**src/rtl/ddr_rd_arbiter.sv**
```systemverilog
// Round-robin arbiter for the shared DDR read-burst channel between the I-cache and D-cache.
// Steers returned beats into the granted cache's FIFO and flags overflow and stalled bursts.
module ddr_rd_arbiter #(
  parameter int unsigned DDR_ADDR_WIDTH = 28,
  parameter int unsigned DATA_WIDTH     = 30,
  parameter int unsigned TIMEOUT_CYCLES = 1024
) (
  input  logic                      clk,
  input  logic                      rst,
  input  logic                      ins_read_req,
  input  logic [DDR_ADDR_WIDTH-1:0] ins_read_addr,
  input  logic [7:0]                ins_read_len,
  output logic                      ins_reading,
  input  logic                      data_read_req,
  input  logic [DDR_ADDR_WIDTH-1:0] data_read_addr,
  input  logic [7:0]                data_read_len,
  output logic                      data_reading,
  output logic                      rd_burst_req,
  output logic [DDR_ADDR_WIDTH-1:0] rd_burst_addr,
  output logic [7:0]                rd_burst_len,
  input  logic                      rd_burst_ack,
  input  logic                      rd_burst_data_valid,
  input  logic [DATA_WIDTH-1:0]     rd_burst_data,
  output logic                      ic_fifo_wr_en,
  output logic [DATA_WIDTH+8:0]     ic_fifo_din,
  input  logic                      ic_fifo_full,
  output logic                      dc_fifo_wr_en,
  output logic [DATA_WIDTH+8:0]     dc_fifo_din,
  input  logic                      dc_fifo_full,
  output logic                      overflow_err,
  output logic                      timeout_err
);

  localparam int unsigned WdW = $clog2(TIMEOUT_CYCLES) + 1;

  typedef enum logic [1:0] {StIdle, StIssue, StBurst, StDone} state_e;

  state_e           state_q;
  logic             last_grant_q;  // 1: data cache was granted last
  logic [8:0]       len_q;
  logic [7:0]       beat_idx_q;
  logic [WdW-1:0]   wd_q;

  logic                  grant_ins;
  logic [7:0]            sel_len;
  logic                  last_beat;
  logic                  beat_full;
  logic [DATA_WIDTH+8:0] din_w;

  // Instruction wins when alone, or on a tie when data was served last.
  assign grant_ins = ins_read_req & (~data_read_req | last_grant_q);
  assign sel_len   = grant_ins ? ins_read_len : data_read_len;
  assign last_beat = ({1'b0, beat_idx_q} == (len_q - 9'd1));
  assign beat_full = ins_reading ? ic_fifo_full : dc_fifo_full;
  assign din_w     = {rd_burst_data, beat_idx_q, 1'b1};

  always_ff @(posedge clk) begin
    if (rst) begin
      state_q       <= StIdle;
      last_grant_q  <= 1'b1;
      len_q         <= '0;
      beat_idx_q    <= '0;
      wd_q          <= '0;
      ins_reading   <= 1'b0;
      data_reading  <= 1'b0;
      rd_burst_req  <= 1'b0;
      rd_burst_addr <= '0;
      rd_burst_len  <= '0;
      ic_fifo_wr_en <= 1'b0;
      dc_fifo_wr_en <= 1'b0;
      ic_fifo_din   <= '0;
      dc_fifo_din   <= '0;
      overflow_err  <= 1'b0;
      timeout_err   <= 1'b0;
    end else begin
      ic_fifo_wr_en <= 1'b0;
      dc_fifo_wr_en <= 1'b0;
      case (state_q)
        StIdle: begin
          if (ins_read_req || data_read_req) begin
            ins_reading   <= grant_ins;
            data_reading  <= ~grant_ins;
            rd_burst_addr <= grant_ins ? ins_read_addr : data_read_addr;
            rd_burst_len  <= sel_len;
            len_q         <= (sel_len == 8'd0) ? 9'd256 : {1'b0, sel_len};
            rd_burst_req  <= 1'b1;
            state_q       <= StIssue;
          end
        end
        StIssue: begin
          if (rd_burst_ack) begin
            rd_burst_req <= 1'b0;
            beat_idx_q   <= '0;
            wd_q         <= '0;
            state_q      <= StBurst;
          end
        end
        StBurst: begin
          if (rd_burst_data_valid) begin
            ic_fifo_wr_en <= ins_reading;
            dc_fifo_wr_en <= data_reading;
            if (ins_reading) ic_fifo_din <= din_w;
            if (data_reading) dc_fifo_din <= din_w;
            if (beat_full) overflow_err <= 1'b1;
            beat_idx_q <= beat_idx_q + 8'd1;
            wd_q       <= '0;
            if (last_beat) state_q <= StDone;
          end else if (wd_q == WdW'(TIMEOUT_CYCLES - 1)) begin
            timeout_err <= 1'b1;
            state_q     <= StDone;
          end else begin
            wd_q <= wd_q + WdW'(1);
          end
        end
        StDone: begin
          ins_reading  <= 1'b0;
          data_reading <= 1'b0;
          last_grant_q <= data_reading;
          state_q      <= StIdle;
        end
        default: state_q <= StIdle;
      endcase
    end
  end

endmodule

```
**config.mk**
```make
export PLATFORM = sky130hd
export DESIGN_NAME = ddr_rd_arbiter
export DESIGN_NICKNAME = d
export VERILOG_FILES = /design/src/rtl/ddr_rd_arbiter.sv
export SDC_FILE = /design/constraint.sdc
export NUM_CORES = 1
export LEC_CHECK = 0
export CAP_MARGIN = 20
export CORE_ASPECT_RATIO = 1.2
export CORE_MARGIN = 8
export CORE_UTILIZATION = 44
export CTS_CLUSTER_DIAMETER = 50
export DETAILED_ROUTE_END_ITERATION = 12
export PLACE_DENSITY = 0.8
export SLEW_MARGIN = 20
export SYNTH_ARGS = -nofsm -noshare
export SYNTH_HDL_FRONTEND = slang
export SYNTH_SLANG_ARGS = --single-unit
```
**constraint.sdc**
```tcl
create_clock -name clk -period 2.2 [get_ports clk]
set_input_delay 0.33 -clock clk [delete_from_list [all_inputs] [get_ports clk]]
set_output_delay 0.33 -clock clk [all_outputs]
set_load 0.005 [all_outputs]
```
; Yosys cells after proc, flatten, opt, wreduce, memory -nomap -nowiden
; Cells that the tools add are included.
[totals]
elab_cells = 77
ff_bits = 152
input_bits = 110
output_inout_bits = 121
[classes]
bitwise = 6
muxes = 24
addsub = 3
n_reduce_logical = 17
n_eq_ne = 11
[op_table]
columns = op, n
row1 = $mux W11, 3
row2 = $mux W28, 1
row3 = $mux W8, 3
row4 = $pmux W11 S2, 1
row5 = $reduce_and A3 Y1, 7
row6 = $pmux W8 S2, 1
row7 = $add A11 B1 Y11 const B, 1
row8 = $eq A11 B10 Y1 const B, 1
row9 = $mux W2, 5
row10 = $eq A8 B9 Y1, 1
row11 = $mux W9, 1
row12 = $ne A3 B3 Y1 const B, 3
row13 = $sub A9 B1 Y9 const B, 1
row14 = $add A8 B1 Y8 const B, 1
row15 = $logic_not A8 Y1, 1
row16 = $pmux W2 S4, 1
row17 = $ne A2 B2 Y1 const B, 3
row18 = $pmux W1 S2, 3
row19 = $reduce_bool A2 Y1, 3
row20 = $mux W1, 5
row21 = $eq A2 B2 Y1 const B, 2
row22 = $not A1 Y1, 4
row23 = $reduce_and A2 Y1, 2
row24 = $reduce_and A4 Y1, 1
row25 = other kinds (6), 6

; Depth between registers and ports, before layout
[depth]
depth_word = 6
ltp_mapped = 9
ltp_nobuf = 8

; Worst setup path after synthesis
; OpenSTA, ideal clock, no wires.
[synth_timing]
kind = reg-to-reg
start = register len_q[0]
end = register state_q[0]
t_required_ps = 2114
setup_ps = 86
period_less_slack_ps = 1997
n_path_buf = 1
arrival_ps = 1911
path_stages_with_launch = 9
path_slack_ps = 203
path_cell_list = dfxtp_1 inv_1 ha_1 clkbuf_1 or2b_1 a311o_1 a21oi_1 a31oi_2 a221oi_2
[synth_between]
elab_chain_len = 4
[synth_lines]
columns = item, line_no
row1 = "start, declared", 40  ; logic [8:0] len_q;
row2 = "start signal, assigned", 85  ; len_q <= (sel_len == 8'd0) ? 9'd256 : {1'b0, sel_len};
row3 = $sub A9 B1 Y9, 53  ; assign last_beat = ({1'b0, beat_idx_q} == (len_q - 9'd1));
row4 = $eq A8 B9 Y1, 53
row5 = $ne A3 B3 Y1 (no line), --
row6 = $reduce_and A4 Y1 (no line), --
row7 = "end signal, assigned", 59  ; state_q <= StIdle;
row8 = "end signal, assigned", 87  ; state_q <= StIssue;
row9 = "end signal, assigned", 95  ; state_q <= StBurst;
row10 = "end, declared", 38  ; state_e state_q;
; No other way between the ends.
; A chain may end at the register's enable or synchronous reset.

; Final worst setup path
[layout_timing]
start = register wd_q[1]
end = register wd_q[9]
[layout_between]
elab_chain_len = 4
elab_cells_between_ends = 7
classes_between = 1 x add/sub / 2 x eq/ne / 3 x mux / 1 x reduce/logical
[layout_lines]
columns = item, line_no
row1 = "start, declared", 42  ; logic [WdW-1:0] wd_q;
row2 = "start signal, assigned", 112  ; wd_q <= wd_q + WdW'(1);
row3 = $add A11 B1 Y11, 112
row4 = $mux W11, 108  ; end else if (wd_q == WdW'(TIMEOUT_CYCLES - 1)) begin
row5 = $mux W11, 99  ; if (rd_burst_data_valid) begin
row6 = $pmux W11 S2, 78  ; case (state_q)
; Several ways; a longest one is shown, not always the timed one. The select of a mux whose other input is x is not followed.

==> impl_results.md <==
- Fraction of layout cells with a size suffix above 1: 0.0734
- Cell Area, Synth: 0.00604 mm2
- Syn avg cell area: 8.41 um2
- Final hold violations: 0
- Status: complete, no violations
- Syn Nets: 837
- Vias: about 6000
- Setup Skew: 6.93 ps
- First-pass GRT wire length: 29.0 mm
- Max-slew headroom: 0.568
- Initial core utilization: 0.445
- Worst Path Max Fanout: 9
- Endpoints failing setup: 0
- Leading cell type in the layout, fill and taps excluded: clkdlybuf4s50_1
- Core ar.: ~0.014 mm2
- Most frequent cells in the layout: clkdlybuf4s50_1, nand2_1, dfxtp_1
- Pre-CTS setup slack: -18.8 ps
- Ys flop type: dfxtp_1
- CTS tree: done
- Worst VDD drop: about 0.59 mV
- DRC violations left: 0
- CTS H-tree lvls: 4
- Largest net degree at the start of global routing: 61
- Initial drt markers: 489
- Worst-Margin Slew: 648 ps
- Asr flop ratio synth: 0
- DR vias/cell: between 5 and 6
- Clock sinks: 152
- Power Density: 908 mW/mm2
- Min Hold Slack: 421 ps
- Nets: roughly 1100
- Post-CTS Setup Bufs: 0
- Antenna-violating nets left: 0
- Worst EP arrival: 2410 ps
- Clock buffer depth: 2
- Leakage: 3.31 nW
- GRT Resource Usage Total: 0.207
- Worst skew pair latency: 420 ps
- Finished Layout Cells: 1125
- Antenna Cells: 0
- Placed cell count: ~1100
- Post-synth EDFFs: 0
- Worst setup path category: flip-flop to flip-flop
- Wirelength per Cell: about 16 um
- Boundary Pins: ~230
- CTS Buf Count: 17
- YS warnings: 0
- #FFs+latches synth: roughly 150
- DRT Wirelength: 18.1 mm
- Critical path startpoint category: flip-flop
- CTS root buf: clkbuf_16
- CP required: ~2600 ps
- Post-layout minimum cycle time: about 2100 ps
- Overall Power: 8.38 mW
- Number of global-route vias before repair: 5904
- Sequential-to-total area share from yosys stat: 0.504
- RSZ-0062 raised after global routing: false
- RD Place Congestion: 0.821
- Die X: 123 um
- DRT Pass-1 Iters: 6
- P&R area growth vs syn: 52.7%
- Class of the worst hold path: input port to flip-flop
- Fmax: a little under 500 MHz
- Synth cell types: 51
- Hpwl dp: 13.2 mm
- Number of cell rows: 47
- Die Area: 0.0178 mm2
- Initial antenna violation count: 0
- Period utilization: 0.938
- PnR worst setup slack: 136 ps
- Post-CTS sizing: 0
- Final slew viol count: 0
- Reg clk slew, reported paths: 60 ps
- Grt ovf: 0
- Max-Cap Viols: 0
- Die height: 144 um
- CP endpoint kind: flip-flop
- Number of I/O port buffers: 230
- Cells after Synth: 719
- Hold_buf cts: 0
cell usage after synthesis (all sizes together) (3+ instances only):
library cell    n  area, um2
nand2         162        608
dfxtp         152       3040
a21oi          96        480
nor2           74        278
clkbuf         43        163
a222oi         28        280
o21ai          15       75.1
nand3          14       70.1
o21a           14        105
buf             9       38.8
mux2i           9       90.1
xor2            9       78.8
ha              8        100
inv             8       30.0
xnor2           8       70.1
nand2b          7       43.8
nor3            7       40.0
and3            6       37.5
a31oi           4       31.3
nand4           4       25.0
nor2b           4       25.0
nor4            4       40.0
o31a            4       35.0
or3             4       25.0
a21boi          3       22.5
report_power, final:
group	internal (mW)	switching (mW)	total (mW)	leakage (nW)
Sequential	3.02	0.196	3.22	1.23
Combinational	1.20	1.06	2.27	1.79
Clock	1.76	1.14	2.90	0.286
sequential cells by signal, indices dropped and copies added (netlist names), 2 cells and up:
name and cells:
rd_burst_len 8, wd_q 11, ic_fifo_din 39, state_q 2, beat_idx_q 8, len_q 9, rd_burst_addr 28, dc_fifo_din 39
worst max-delay path, stage by stage, from the launching register on:
cell,delay [ps]
dfxtp_1,340
ha_1,230
nand3_1,120
nor4_1,70
buf_4,140
or3_1,510
or4_1,440
a21oi_1,150
logic make-up after synthesis:
kind of cell,after synthesis,share of synthesized area
compound gates,175,0.188
xor+xnor,17,0.0246
fa+ha+maj,8,0.0166
buf+inv,60,0.0383
flops,152,0.504
mux,11,0.0186
simple gates,296,0.210
layout make-up:
type	instances	area [um2]
Sequential cell	152	3040
Fill cell	1132	4360
Tap cell	171	214
Multi-Input combinational cell	507	2780
Inverter	8	30.0
Timing Repair Buffer	255	2570
Clock inverter	11	120
Clock buffer	21	470
metrics by stage:
| stage | area [um2] | util | setup TNS [ps] |
|---|---|---|---|
| after floorplan | 6040 | - | 0 |
| after global placement | 8620 | 0.634 | -95.9 |
| after detailed placement | 8630 | 0.635 | -18.8 |
| after CTS | 9220 | 0.679 | 0 |
| after global routing | 9230 | 0.679 | 0 |
| final | 9230 | 0.679 | 0 |
path summary, 6_finish.rpt:
kind / start / end / slack, ps / cells past startpoint
hold / removal: rst / ins_reading / 420 / 2
hold reg to reg: ic_fifo_din[8] / ic_fifo_din[8] / 450 / 2
setup reg to reg: wd_q[1] / wd_q[9] / 140 / 7
setup / recovery: wd_q[1] / wd_q[9] / 140 / 7
metal layers:
metal  track usage  part of all wire
met4        0.0686             0.015
met2         0.342              0.47
met1         0.225              0.40
met5             0                 0
met3         0.105              0.11
Power figures use the tool's default switching activity.
